<file path="src/rtl/p2s_tx.sv">
// p2s_tx - parallel-to-serial transmitter feeding the s2p_w_oe serial input stage.
//
// Accepts DATA_W-bit words on a valid/ready handshake and shifts them out
// MSB first on sout, holding each bit for CLK_DIV clocks. A one-cycle
// st_clk strobe follows the last bit of every word.
//
// Optional feature macro: P2S_TX_SKID_EN
//   Defined   - one-entry holding register; a word can be accepted while
//               another is being shifted, and it starts straight out of LATCH.
//   Undefined - no holding register; din_ready only while idle.
//
// Ports
//   clk        in   1       clock, rising edge
//   rst        in   1       asynchronous reset, active-high
//   din        in   DATA_W  parallel word to transmit
//   din_valid  in   1       din holds a word
//   din_ready  out  1       block accepts din this cycle
//   sout       out  1       serial data, MSB first, registered
//   st_clk     out  1       one-cycle strobe after the last bit, registered
//   busy       out  1       word being shifted or latched, registered

module p2s_tx #(
    parameter int DATA_W  = 8,
    parameter int CLK_DIV = 1
) (
    input  logic              clk,
    input  logic              rst,
    input  logic [DATA_W-1:0] din,
    input  logic              din_valid,
    output logic              din_ready,
    output logic              sout,
    output logic              st_clk,
    output logic              busy
);

    localparam int BW = $clog2(DATA_W);
    localparam int DW = $clog2(CLK_DIV) + 1;
    localparam logic [BW-1:0] BIT_LAST = BW'(DATA_W - 1);
    localparam logic [DW-1:0] DIV_LAST = DW'(CLK_DIV - 1);

    typedef enum logic [1:0] {
        IDLE  = 2'd0,
        SHIFT = 2'd1,
        LATCH = 2'd2
    } state_t;

    state_t            r_state;
    logic [DATA_W-1:0] r_shreg;
    logic [BW-1:0]     r_bit_cnt;
    logic [DW-1:0]     r_div_cnt;
    logic              r_sout;
    logic              r_st_clk;
    logic              r_busy;
    logic              r_hold_valid;
    logic [DATA_W-1:0] r_hold;
    logic              w_xfer;

`ifdef P2S_TX_SKID_EN
    assign din_ready = (r_state == IDLE) | ~r_hold_valid;
`else
    assign din_ready = (r_state == IDLE);
`endif

    assign w_xfer = din_valid & din_ready;
    assign sout   = r_sout;
    assign st_clk = r_st_clk;
    assign busy   = r_busy;

    always_ff @(posedge clk or posedge rst) begin
        if (rst) begin
            r_state      <= IDLE;
            r_shreg      <= '0;
            r_bit_cnt    <= '0;
            r_div_cnt    <= '0;
            r_sout       <= 1'b0;
            r_st_clk     <= 1'b0;
            r_busy       <= 1'b0;
            r_hold_valid <= 1'b0;
            r_hold       <= '0;
        end else begin
            r_st_clk <= 1'b0;
            unique case (r_state)
                IDLE: begin
                    if (w_xfer) begin
                        r_shreg   <= din;
                        r_bit_cnt <= '0;
                        r_div_cnt <= '0;
                        r_sout    <= din[DATA_W-1];
                        r_busy    <= 1'b1;
                        r_state   <= SHIFT;
                    end
                end
                SHIFT: begin
                    if (r_div_cnt == DIV_LAST) begin
                        r_div_cnt <= '0;
                        r_shreg   <= {r_shreg[DATA_W-2:0], 1'b0};
                        if (r_bit_cnt == BIT_LAST) begin
                            r_bit_cnt <= '0;
                            r_sout    <= 1'b0;
                            r_st_clk  <= 1'b1;
                            r_state   <= LATCH;
                        end else begin
                            r_bit_cnt <= r_bit_cnt + BW'(1);
                            // sout is registered, so present the bit that is
                            // about to become the MSB after this shift
                            r_sout    <= r_shreg[DATA_W-2];
                        end
                    end else begin
                        r_div_cnt <= r_div_cnt + DW'(1);
                    end
`ifdef P2S_TX_SKID_EN
                    if (w_xfer) begin
                        r_hold       <= din;
                        r_hold_valid <= 1'b1;
                    end
`endif
                end
                LATCH: begin
`ifdef P2S_TX_SKID_EN
                    // A held word (or one handshaked during LATCH itself)
                    // starts without passing through IDLE
                    if (r_hold_valid || w_xfer) begin
                        r_shreg      <= r_hold_valid ? r_hold : din;
                        r_sout       <= r_hold_valid ? r_hold[DATA_W-1] : din[DATA_W-1];
                        r_hold_valid <= 1'b0;
                        r_bit_cnt    <= '0;
                        r_div_cnt    <= '0;
                        r_busy       <= 1'b1;
                        r_state      <= SHIFT;
                    end else begin
                        r_busy  <= 1'b0;
                        r_state <= IDLE;
                    end
`else
                    r_busy  <= 1'b0;
                    r_state <= IDLE;
`endif
                end
                default: begin
                    r_sout  <= 1'b0;
                    r_busy  <= 1'b0;
                    r_state <= IDLE;
                end
            endcase
        end
    end

endmodule

</file>
<file path="config.mk">
export PLATFORM = sky130hd
export DESIGN_NAME = p2s_tx
export DESIGN_NICKNAME = d
export VERILOG_FILES = /design/src/rtl/p2s_tx.sv
export SDC_FILE = /design/constraint.sdc
export NUM_CORES = 1
export LEC_CHECK = 0
export CAP_MARGIN = 20
export CORE_AREA = 2 2 39 41
export DETAILED_ROUTE_END_ITERATION = 12
export DIE_AREA = 0 0 41 43
export DONT_BUFFER_PORTS = 1
export PLACE_DENSITY = 0.71
export SLEW_MARGIN = 20
export SYNTH_ARGS = -nofsm -noshare
export SYNTH_HDL_FRONTEND = slang
export SYNTH_SLANG_ARGS = --single-unit
</file>
<file path="constraint.sdc">
create_clock -name clk -period 1.5 [get_ports clk]
set_input_delay 0.375 -clock clk [delete_from_list [all_inputs] [get_ports clk]]
set_output_delay 0.375 -clock clk [all_outputs]
set_load 0.01 [all_outputs]
</file>
## Word level (Yosys, flattened, before mapping)

Index checks and enable logic that the tools add are counted.
W data, S select, Z words.

- Multiplexer cells: 23
- Reductions and logical operators: 7
- Divide/modulo/power cells: 0
- Add/subtract/negate cells: 2
- Equal/unequal tests: 6
- Multipliers: 0
- Shift operators: 0
- Bitwise gates (word level): 3
- Magnitude comparators: 0

Operators by type and width:

| operator | number |
|---|---|
| $mux W7 | 2 |
| $pmux W7 S2 | 1 |
| $mux W1 | 9 |
| $mux W3 | 3 |
| $reduce_and A3 Y1 | 3 |
| $mux W2 | 3 |
| $pmux W3 S2 | 1 |
| $ne A2 B2 Y1 const B | 2 |
| $pmux W1 S2 | 2 |
| $pmux W2 S2 | 1 |
| $reduce_and A2 Y1 | 2 |
| $add A3 B1 Y3 const B | 1 |
| $eq A3 B3 Y1 const B | 1 |
| $pmux W1 S3 | 1 |
| $eq A2 B1 Y1 const B | 1 |
| $eq A2 B2 Y1 const B | 1 |
| $logic_not A2 Y1 | 1 |
| $ne A2 B1 Y1 const B | 1 |
| $not A1 Y1 | 2 |
| $reduce_bool A2 Y1 | 1 |
| $add A1 B1 Y1 const B | 1 |
| $and A1 B1 Y1 | 1 |

- Memories: 0
- Bits in writable memories: 0
- Memory bits (read-only): 0
- Bits in registers: 16
- Bits of input ports: 11
- Bits in latches: 0

## Depth between registers and ports, before layout

Gate-level depths: netlist of the first run.

- Depth in word-level cells: 4
- Mapped depth: 5
- Gate-level depth less buffers: 5

## Worst setup path after synthesis of the first run

OpenSTA, ideal clock, no wires.

- Path kind: reg-to-reg
- From: reg r_state[1]
- To: reg r_shreg[5]
- Setup time: 0.126 ns
- Stages on the path, launching flop included: 5
- Setup slack: 0.203 ns
- Required time: 1.374 ns
- Arrival time: 1.171 ns
- Clock period less this slack: 1.297 ns
- Path through: dfrtp_1 -> buf_2 -> or2_0 -> buf_6 -> a221o_1

- Longest elaborated chain between the ends: 4
- Elaborated cells on any way between the ends: 8
- Classes of those cells: eq/ne: 3; mux: 1; bitwise: 1; reduce/logical: 3

Ends and longest elaborated chain:

| element | line | source |
|---|---|---|
| start, declared | 47 | `state_t r_state;` |
| start signal, assigned | 71 | `r_state <= IDLE;` |
| start signal, assigned | 90 | `r_state <= SHIFT;` |
| start signal, assigned | 101 | `r_state <= LATCH;` |
| $logic_not A2 Y1 | 61, 82 |  |
| $and A1 B1 Y1 | 64 | `assign w_xfer = din_valid & din_ready;` |
| $ne A2 B1 Y1 (no source line) | n/a |  |
| $reduce_and A3 Y1 (no source line) | n/a |  |
| end signal, assigned | 85 | `r_shreg <= din;` |
| end signal, assigned | 96 | `r_shreg <= {r_shreg[DATA_W-2:0], 1'b0};` |
| end, declared | 48 | `logic [DATA_W-1:0] r_shreg;` |

Parallel ways exist; a longest one is shown, timed or not.
A chain may end at the register's enable or synchronous reset.

## Worst setup path after layout of the first run

- From: reg r_state[0]
- To: out din_ready

- Longest elaborated chain between the ends: 1

Ends and longest elaborated chain:

| element | line | source |
|---|---|---|
| $logic_not A2 Y1 | 61 | `assign din_ready = (r_state == IDLE);` |
| end, declared | 30 | `output logic din_ready,` |

No other way between the ends.

==> out/summary.txt, run 1 <==
Outcome - complete, no violations
Initial antenna violation count - 0
Vert. Die Dim - 43 microns
Share of the synthesized area in the top cell type - 56.5%
Crit-path cells - nor2_1
CP Class - reg2out
Synth async-reset ratio - 100%
RSZ-0062 raised after global routing - false
Routed vias/inst - 5.91
Seq pwr share - 51.3%
Top delay family on crit path - flip-flops
Hold Vio Cnt, Final - 0
Layout cell share with drive strength beyond 1 - 9.84%
Tot Pwr - 1.32 mW
Reg clk slew, reported paths - 80 ps
Synth Area in Adders - 3.77%
Synth warn - 0
Area post-placement - 671 sq um
Clk Latency, worst-skew pair - 270 ps
Post-synthesis xor/xnor area fraction - 0%
Crit path time final - 1450 ps
Drt total wl - 1230 microns
Final hold slack - 30.2 ps
Crit-path slowest cell - dfrtp_1
Layout overhead on the synthesized area - 5.27%
Synth Area in Simple Gates - 17.9%
Global-route wire length before repair - 2010 microns
Register-to-Register Path Depth - 3
FP Rows - 14
Cell Area, Synth - 664 sq um
Clk buf depth - 2
Worst-path maximum fanout - 7
Die Width - 41 microns
Vias in the first global route - 454
Seq/Total Area, Yosys - 56.5%
Grt total ovfl - 0
Fin crit share - 96.7%
Routed WL per cell - 16.0 microns
Synth Register Bits - 15
Worst path required time - 1120 ps
CTS Buf Count - 3
Comb power frac - 31.9%
Fillers - 133
Routed Antenna Nets - 0
Crit Reg-Reg Endpoint - r_shreg[1]$_DFFE_PP0P_
Main synth FF type - dfrtp_1
Setup TNS - 0 ps
# clock sinks - 15
Post CTS Setup Buffer Count - 0
Ant diodes - 0
PostCTS Resize Cnt - 0
CP Capture Type - output port
Relative slew slack - 63.0%
Io pins - 15
Maximum number of pins on one net before global-route repair - 16
Leakage power - 0.348 nW
Main combinational cell family by area after synthesis - simple AND/OR/NAND/NOR gates
Placer Congestion - 0.741
Max Clk Rate - 689 MHz
Hold-fix buffers, CTS - 0
P_sw - 0.465 mW
Clock share of power - 16.8%
Vias - 455
Largest stage delay, worst path - 460 ps
R2R Path Start - r_state[0]$_DFFE_PP0P_
Die area - 1760 sq um
TritonRoute pass-1 iters - 4
Dpl hpwl - 939 microns
Synth Area in Compound Gates - 15.4%
Area of all placed cells without fillers - 699 sq um
Synth area leaders - dfrtp_1, a221o_1, and3_1
Cell variety after synth - 21
EDFF count, synth - 0
DR iter-0 viols - 21
Hold Crit Class - in2async
Syn Nets - 72
Critical path startpoint category - flop
Syn avg cell area - 11.3 sq um
Worst slew pin tran - 555 ps
CTS tree - built
Reg-to-reg slack, setup - 80 ps
Nets - 75
Cell Int Power - 0.857 mW
WP buf/inv - 0
GRT Total Usage - 17.0%
CTS H-tree depth - 1
Final setup violation count - 0
Post-synth top area cell - dfrtp_1
Number of buffers added on ports - 0
# DRC - 0
Mux share of post-synthesis cell area - 1.51%
Max Cap Violations - 0
Clock skew - 1.18 ps
Critical Path AT - 1080 ps
Switching Share - 35.2%
PwrDens - 1890 nW/um^2
Worst vdd ir - 0.768 mV
Core ar. - 1380 sq um
Root Buffer - clkbuf_4
Starting Density - 48.0%
Max-slew violation total from the final report - 0
Mapped Cells - 59
-- routing by layer --
layer | global-route usage (%) | up-vias | part of all wire (%)
met5 | 0 | - | 0
met4 | 8.00 | 0 | 0
met3 | 3.14 | 0 | 3.0
met2 | 24.4 | 8 | 51
met1 | 24.1 | 231 | 46
li1 | - | 216 | -
-- flip-flops by register name, indices dropped and copies added (netlist names) --
register and flops:
r_state 2, r_bit_cnt 3, sout 1, busy 1, st_clk 1, r_shreg 7
-- logic make-up (layout without fill, tap and decap cells) --
| family | after synthesis | count (layout) |
|---|---|---|
| compound gates | 12 | 12 |
| fa+ha+maj | 2 | 2 |
| buf+inv | 6 | 8 |
| flops | 15 | 15 |
| mux | 1 | 1 |
| simple gates | 23 | 23 |
-- synth_stat cells (2+ instances only) --
library cell	number
ha_1	2
a221o_1	4
dfrtp_1	15
nor2b_1	2
nand2_1	2
a32o_1	2
nor3_1	2
nand3_1	5
a22o_1	2
inv_1	3
nor2_1	5
and3_1	4
a22oi_1	2
buf_2	2
-- stage by stage --
stage               util [%]  worst slack (ps)  std cells
floorplan                  -               203         59
global placement        48.5               172         73
detailed placement      48.5               101         73
CTS                     50.4              43.8         77
global route            50.5              1.62         77
finish                  50.5              48.8         77
-- cell usage in the layout, fill, tap and decap left out --
| cell | n |
|---|---|
| ha_1 | 2 |
| o21ai_0 | 1 |
| nor2b_1 | 1 |
| dfrtp_1 | 15 |
| clkbuf_4 | 3 |
| and2b_1 | 1 |
| a22oi_1 | 2 |
| nor2b_2 | 1 |
| a221o_1 | 4 |
| nor2_1 | 5 |
| clkbuf_1 | 1 |
| a21oi_1 | 1 |
| nand3_1 | 5 |
| a32o_1 | 2 |
| buf_4 | 1 |
| inv_1 | 3 |
| and3_1 | 4 |
| or2_0 | 1 |
| nand2_1 | 2 |
| nor3_1 | 2 |
| a22o_1 | 2 |
| mux2i_1 | 1 |
| nor2_2 | 1 |
-- power by group through the flow --
stage	clock [mW]	combinational (mW)	sequential [mW]
floorplan	0	0.382	0.645
global placement	0	0.406	0.677
detailed placement	0	0.423	0.682
CTS	0.230	0.425	0.677
global route	0.247	0.484	0.699
finish	0.222	0.422	0.678
-- layout make-up --
cell class | instances | area, sq um | area share, %
flip-flops and latches | 15 | 375 | 53.7
multi-input cells | 38 | 259 | 37.0
clock buffers | 4 | 26.3 | 3.76
well taps | 16 | 20.0 | 2.86
inverters | 3 | 11.3 | 1.61
repair buffers | 1 | 7.51 | 1.07
-- worst max path at each step --
stage	from	endpoint	depth (start not counted)
floorplan	r_state[1]$_DFFE_PP0P_	r_shreg[5]$_DFFE_PP0P_	4
global placement	r_state[1]$_DFFE_PP0P_	sout$_DFFE_PP0P_	4
detailed placement	r_state[0]$_DFFE_PP0P_	r_shreg[5]$_DFFE_PP0P_	3
CTS	r_state[0]$_DFFE_PP0P_	din_ready	1
global route	r_state[0]$_DFFE_PP0P_	r_shreg[5]$_DFFE_PP0P_	3
finish	r_state[0]$_DFFE_PP0P_	din_ready	1
Note: power is estimated with default switching activity, not from simulation.
==> inputs of run 2 (changes only) <==
--- a/config.mk
+++ b/config.mk
@@ -5,12 +5,12 @@
 export SDC_FILE = /design/constraint.sdc
 export NUM_CORES = 1
 export LEC_CHECK = 0
+export ABC_AREA = 1
 export CAP_MARGIN = 20
-export CORE_AREA = 2 2 39 41
+export CORE_UTILIZATION = 55
 export DETAILED_ROUTE_END_ITERATION = 12
-export DIE_AREA = 0 0 41 43
 export DONT_BUFFER_PORTS = 1
-export PLACE_DENSITY = 0.71
+export PLACE_DENSITY = 0.76
 export SLEW_MARGIN = 20
 export SYNTH_ARGS = -nofsm -noshare
 export SYNTH_HDL_FRONTEND = slang
==> out/summary.txt, run 2 <==
Max Clk Rate - 710 MHz (was 689 MHz)
Fillers - 98 (was 133)
Largest stage delay, worst path - 440 ps (was 460 ps)
Area of all placed cells without fillers - 778 sq um (was 699 sq um)
Leakage power - 0.464 nW (was 0.348 nW)
Worst-path maximum fanout - 4 (was 7)
Post-synth top area cell - dfrtp_1 (unchanged)
Worst vdd ir - 1.04 mV (was 0.768 mV)
Commonest cells post-synth - nand2_1, inv_1, dfrtp_1, nand3_1, nor2_1 (was dfrtp_1, nand3_1, nor2_1, a221o_1, and3_1)
Core ar. - 1170 sq um (was 1380 sq um)
Critical path startpoint category - flop (unchanged)
R2R Path Start - r_bit_cnt[0]$_DFFE_PP0P_ (was r_state[0]$_DFFE_PP0P_)
CTS H-tree depth - 1 (unchanged)
Die area - 1490 sq um (was 1760 sq um)
DR iter-0 viols - 8 (was 21)
Synth async-reset ratio - 100% (unchanged)
RSZ-0062 raised after global routing - false (unchanged)
Relative slew slack - 62.8% (was 63.0%)
CP Class - reg2out (unchanged)
Crit path time final - 1410 ps (was 1450 ps)
# DRC - 0 (unchanged)
Top reg by flops - r_shreg (unchanged)
Commonest non-fill, non-tap cell in the layout - nand2_1 (was dfrtp_1)
PostCTS Resize Cnt - 0 (unchanged)
Fin util - 66.5% (was 50.5%)
Syn Nets - 107 (was 72)
WP buf/inv - 0 (unchanged)
Mapped Cells - 94 (was 59)
Dpl hpwl - 986 microns (was 939 microns)
Synth Area in Compound Gates - 1.87% (was 15.4%)
Vert. Die Dim - 38.5 microns (was 43 microns)
Hold Vio Cnt, Final - 0 (unchanged)
Routed vias/inst - 5.07 (was 5.91)
Worst slew pin tran - 558 ps (was 555 ps)
EDFF count, synth - 0 (unchanged)
Ant diodes - 0 (unchanged)
Root Buffer - clkbuf_4 (unchanged)
CTS Buf Count - 3 (unchanged)
Crit-path slowest cell - dfrtp_1 (unchanged)
Most common cell in the netlist - nand2_1 (was dfrtp_1)
Synth Register Bits - 15 (unchanged)
TritonRoute pass-1 iters - 4 (unchanged)
Synth Area in Simple Gates - 34.1% (was 17.9%)
Routed WL per cell - 11.9 microns (was 16.0 microns)
Fin crit share - 94.0% (was 96.7%)
Clock skew - 2.36 ps (was 1.18 ps)
Cell Area, Synth - 734 sq um (was 664 sq um)
Largest register FFs - 7 (unchanged)
Placer Congestion - 0.717 (was 0.741)
Outcome - complete, no violations (unchanged)
Top delay family on crit path - flip-flops (unchanged)
Initial antenna violation count - 0 (unchanged)
CP Capture Type - output port (unchanged)
Vias in the first global route - 528 (was 454)
Clk buf depth - 2 (unchanged)
Number of buffers added on ports - 0 (unchanged)
Global-route wire length before repair - 2210 microns (was 2010 microns)
Post-synthesis xor/xnor area fraction - 0% (unchanged)
Routed Antenna Nets - 0 (unchanged)
Layout cell share with drive strength beyond 1 - 10.2% (was 9.84%)
Register Area - 375 sq um (unchanged)
Critical Path AT - 1030 ps (was 1080 ps)
Post CTS Setup Buffer Count - 0 (unchanged)
Nets - 112 (was 75)
Reg-to-reg slack, setup - 220 ps (was 80 ps)
Most frequent cells in the layout - nand2_1, inv_1, dfrtp_1 (was dfrtp_1, nor2_1, nand3_1)
Main combinational cell family by area after synthesis - simple AND/OR/NAND/NOR gates (unchanged)
CTS tree - built (unchanged)
Share of the synthesized area in the top cell type - 51.1% (was 56.5%)
Final setup violation count - 0 (unchanged)
Crit-path cells - nor2_1 (unchanged)
Syn avg cell area - 7.81 sq um (was 11.3 sq um)
Io pins - 15 (unchanged)
Worst setup path startpoint - r_state[0]$_DFFE_PP0P_ (unchanged)
Hold Crit Class - in2async (unchanged)
Setup TNS - 0 ps (unchanged)
Seq/Total Area, Yosys - 51.1% (was 56.5%)
Main synth FF type - dfrtp_1 (unchanged)
Hold-fix buffers, CTS - 0 (unchanged)
Synth warn - 0 (unchanged)
Vias - 568 (was 455)
Tot Pwr - 1.59 mW (was 1.32 mW)
Die Width - 38.5 microns (was 41 microns)
Grt total ovfl - 0 (unchanged)
Biggest regs - r_shreg (7), r_bit_cnt (3), r_state (2) (unchanged)
GRT Total Usage - 21.8% (was 17.0%)
Worst path required time - 1120 ps (about the same)
Max Cap Violations - 0 (unchanged)
Layout overhead on the synthesized area - 5.96% (was 5.27%)
Synth Area in Adders - 3.41% (was 3.77%)
PwrDens - 2050 nW/um^2 (was 1890 nW/um^2)
Area of the multi-input gates - 289 sq um (was 259 sq um)
Synth area leaders - dfrtp_1, nand2_1, inv_1 (was dfrtp_1, a221o_1, and3_1)
Reg clk slew, reported paths - 90 ps (was 80 ps)
Starting Density - 62.7% (was 48.0%)
Maximum number of pins on one net before global-route repair - 16 (unchanged)
Area post-placement - 752 sq um (was 671 sq um)
Drt total wl - 1330 microns (was 1230 microns)
Cell variety after synth - 13 (was 21)
# clock sinks - 15 (unchanged)
FP Rows - 12 (was 14)
Mux share of post-synthesis cell area - 0% (was 1.51%)
Clk Latency, worst-skew pair - 280 ps (was 270 ps)
Max-slew violation total from the final report - 0 (unchanged)
==> run 2: cell count changes in the layout (fill, tap and decap cells not counted), sizes merged, moves of 4 or more <==
cell,change
nand2,+41
inv,+15
a221o,-4
and3,-4
nand3,+4
==> run 2: kinds of logic after synthesis <==
| logic type | count (synthesis) |
|---|---|
| AND/OR/NAND/NOR | 57 |
| buffers and inverters | 18 |
| flip-flops | 15 |
| AO/OA/AOI/OAI | 2 |
| adder cells (fa/ha/maj) | 2 |
==> run 2: final cells by class <==
class	instances	share of cell area [%]
Clock buffer	4	3.38
Inverter	18	9.00
Multi-Input combinational cell	61	37.1
Sequential cell	15	48.2
Tap cell	14	2.25
==> run 2: metal layers <==
layer | part of all wire [%] | track usage (%) | vias up
met5 | 0 | 0 | -
met4 | 2.9 | 13.8 | 0
met3 | 1.4 | 1.74 | 7
met2 | 48 | 33.3 | 13
met1 | 47 | 29.5 | 262
li1 | - | - | 286
==> run 2: path summary, 6_finish.rpt <==
path,to,depth (start not counted)
worst max register to register,sout$_DFFE_PP0P_,7
worst min register to register,r_bit_cnt[1]$_DFFE_PP0P_,2
max in group asynchronous,r_shreg[5]$_DFFE_PP0P_,1
worst max-delay path,din_ready,1
min in group clk,busy$_DFFE_PP0P_,2
worst min-delay path,r_shreg[2]$_DFFE_PP0P_,1
==> run 2: power breakdown <==
part           switching, mW  internal [mW]
Sequential             0.133          0.580
Combinational          0.418          0.226
Clock                  0.133          0.103
==> run 2: through the flow <==
stage	hold slack (ps)	worst slack, ps	instances
floorplan	276	394	94
global placement	341	334	108
detailed placement	349	252	108
CTS	40.1	94.1	112
global route	68.0	24.3	112
finish	17.0	90.7	112
==> inputs of run 3 (changes only) <==
--- a/config.mk
+++ b/config.mk
@@ -7,7 +7,7 @@
 export LEC_CHECK = 0
 export ABC_AREA = 1
 export CAP_MARGIN = 20
-export CORE_UTILIZATION = 55
+export CORE_UTILIZATION = 52
 export DETAILED_ROUTE_END_ITERATION = 12
 export DONT_BUFFER_PORTS = 1
 export PLACE_DENSITY = 0.76
==> constraint.sdc (replaced) <==
create_clock -name clk -period 1.2 [get_ports clk]
set_input_delay 0.3 -clock clk [delete_from_list [all_inputs] [get_ports clk]]
set_output_delay 0.3 -clock clk [all_outputs]
set_load 0.01 [all_outputs]
==> out/summary.txt, run 3 (synthesis gave the netlist of run 2 again) <==
Leakage power - 0.487 nW (was 0.464 nW)
Area post-placement - 768 sq um (was 752 sq um)
Maximum number of pins on one net before global-route repair - 16 (unchanged)
Routed Antenna Nets - 0 (unchanged)
Critical path startpoint category - flop (unchanged)
Max-slew violation total from the final report - 0 (unchanged)
Clk Latency, worst-skew pair - 280 ps (about the same)
Met3 usage - 3.41% (was 1.74%)
FP Rows - 13 (was 12)
Grt met2 use - 37.3% (was 33.3%)
Dpl cells - 111 (was 108)
Tot Pwr - 2.16 mW (was 1.59 mW)
Worst setup margin - -61.7 ps (was 90.7 ps)
Register-to-Register Path Depth - 7 (unchanged)
Hold Vio Cnt, Final - 0 (unchanged)
Layout cell share with drive strength beyond 1 - 16.3% (was 10.2%)
R2R Path Start - r_state[1]$_DFFE_PP0P_ (was r_bit_cnt[0]$_DFFE_PP0P_)
Global-route wire length before repair - 2170 microns (was 2210 microns)
Placer Congestion - 0.715 (was 0.717)
Critical Path AT - 960 ps (was 1030 ps)
GRT Total Usage - 21.5% (was 21.8%)
Gr busiest metal - met2 (unchanged)
DR iter-0 viols - 22 (was 8)
Dpl hpwl - 962 microns (was 986 microns)
CP Capture Type - output port (unchanged)
CP Class - reg2out (unchanged)
CTS H-tree depth - 1 (unchanged)
Max Cap Violations - 0 (unchanged)
Io pins - 15 (unchanged)
Nets - 118 (was 112)
Clk buf depth - 2 (unchanged)
Number of buffers added on ports - 0 (unchanged)
# DRC - 0 (unchanged)
Worst path required time - 900 ps (was 1120 ps)
# clock sinks - 15 (unchanged)
Grt total ovfl - 0 (unchanged)
Worst slew pin tran - 588 ps (was 558 ps)
End of the critical path - din_ready (unchanged)
Drt total wl - 1480 microns (was 1330 microns)
Ant diodes - 0 (unchanged)
Top reg by flops - r_shreg (unchanged)
Reg clk slew, reported paths - 90 ps (about the same)
Commonest non-fill, non-tap cell in the layout - nand2_1 (unchanged)
Initial antenna violation count - 0 (unchanged)
Max Clk Rate - 793 MHz
Area of all placed cells without fillers - 853 sq um (was 778 sq um)
RSZ-0062 raised after global routing - true (was false)
Routed vias/inst - 5.09 (was 5.07)
Clock skew - 5.73 ps (was 2.36 ps)
CTS tree - built (unchanged)
Largest register FFs - 7 (unchanged)
Crit Reg-Reg Endpoint - r_shreg[4]$_DFFE_PP0P_ (was sout$_DFFE_PP0P_)
Finished Layout Cells - 119 (was 112)
Relative slew slack - 60.7% (was 62.8%)
Core ar. - 1300 sq um (was 1170 sq um)
Fin util - 65.6% (was 66.5%)
Failing checks - negative setup slack
Setup WS pre-CTS - 76.0 ps (was 252 ps)
Worst setup path startpoint - r_state[1]$_DFFE_PP0P_ (was r_state[0]$_DFFE_PP0P_)
Die Width - 39.6 microns (was 38.5 microns)
CTS Buf Count - 3 (unchanged)
Routed WL per cell - 12.5 microns (was 11.9 microns)
Most frequent cells in the layout - nand2_1, inv_1, dfrtp_1 (unchanged)
Fin crit share - 105%
TritonRoute pass-1 iters - 4 (unchanged)
Biggest regs - r_shreg (7), r_bit_cnt (3), r_state (2) (unchanged)
Crit path time final - 1260 ps
Reg-to-reg slack, setup - 30 ps (was 220 ps)
Global routing met1 resource utilization - 25.3% (was 29.5%)
Worst-path maximum fanout - 4 (unchanged)
Worst vdd ir - 1.31 mV (was 1.04 mV)
Vias in the first global route - 531 (was 528)
Vias - 606 (was 568)
Outcome - complete, but fails checks (was complete, no violations)
Hold Crit Class - in2reg (was in2async)
Layout overhead on the synthesized area - 16.2% (was 5.96%)
PwrDens - 2530 nW/um^2 (was 2050 nW/um^2)
Final setup violation count - 1 (was 0)
Root Buffer - clkbuf_4 (unchanged)
Vert. Die Dim - 39.6 microns (was 38.5 microns)
Die area - 1570 sq um (was 1490 sq um)
Starting Density - 56.4% (was 62.7%)
## run 3: layout make-up
class | count | area, sq um
inverters | 18 | 72.6
clock buffers | 4 | 26.3
fillers | 116 | 448
multi-input cells | 62 | 320
flip-flops and latches | 15 | 375
repair buffers | 5 | 40.0
well taps | 15 | 18.8
## run 3: worst min-delay path by stage
stage	from	endpoint	slack, ps	cells after the start
after global placement	rst	r_shreg[2]$_DFFE_PP0P_	270	1
after CTS	din_valid	r_shreg[0]$_DFFE_PP0P_	180	2
after floorplan	rst	busy$_DFFE_PP0P_	200	1
after global routing	din_valid	r_shreg[0]$_DFFE_PP0P_	190	2
final	din_valid	r_shreg[0]$_DFFE_PP0P_	170	2
after detailed placement	rst	r_shreg[3]$_DFFE_PP0P_	270	1
## run 3: what timing repair did
| action | 4_1_cts | 5_1_grt |
|---|---|---|
| endpoints found under the setup margin | 1 | 11 |
| gates cloned | 0 | 1 |
| pin swaps | 0 | 2 |
| hold buffers | 1 | 0 |
| gates resized for setup | 0 | 6 |
| buffers inserted | 2 | 0 |
| hold endpoints to repair | 15 | 0 |
## run 3: critical path, stage by stage (launching register included)
cell	delay (ps)
dfrtp_1	410
nor2_1	120
buf_4	150
## run 3: routing by layer
| metal | vias to the layer above | share of wire (%) |
|---|---|---|
| met5 | - | 0 |
| met4 | 0 | 1.3 |
| met3 | 4 | 3.8 |
| met2 | 20 | 51 |
| met1 | 280 | 44 |
| li1 | 302 | - |
## run 3: per-stage QoR
| step | hold slack (ps) | TNS [ps] |
|---|---|---|
| CTS | 181 | -28.8 |
| detailed placement | 271 | 0 |
| floorplan | 201 | 0 |
| global route | 190 | -173 |
| global placement | 269 | 0 |
| finish | 175 | -61.7 |
## run 3: where the power goes
group / total, mW / internal (mW) / switching, mW
combinational: 1.00 / 0.396 / 0.605
sequential: 0.865 / 0.725 / 0.140
clock: 0.292 / 0.129 / 0.163
total: 2.16 / 1.25 / 0.908
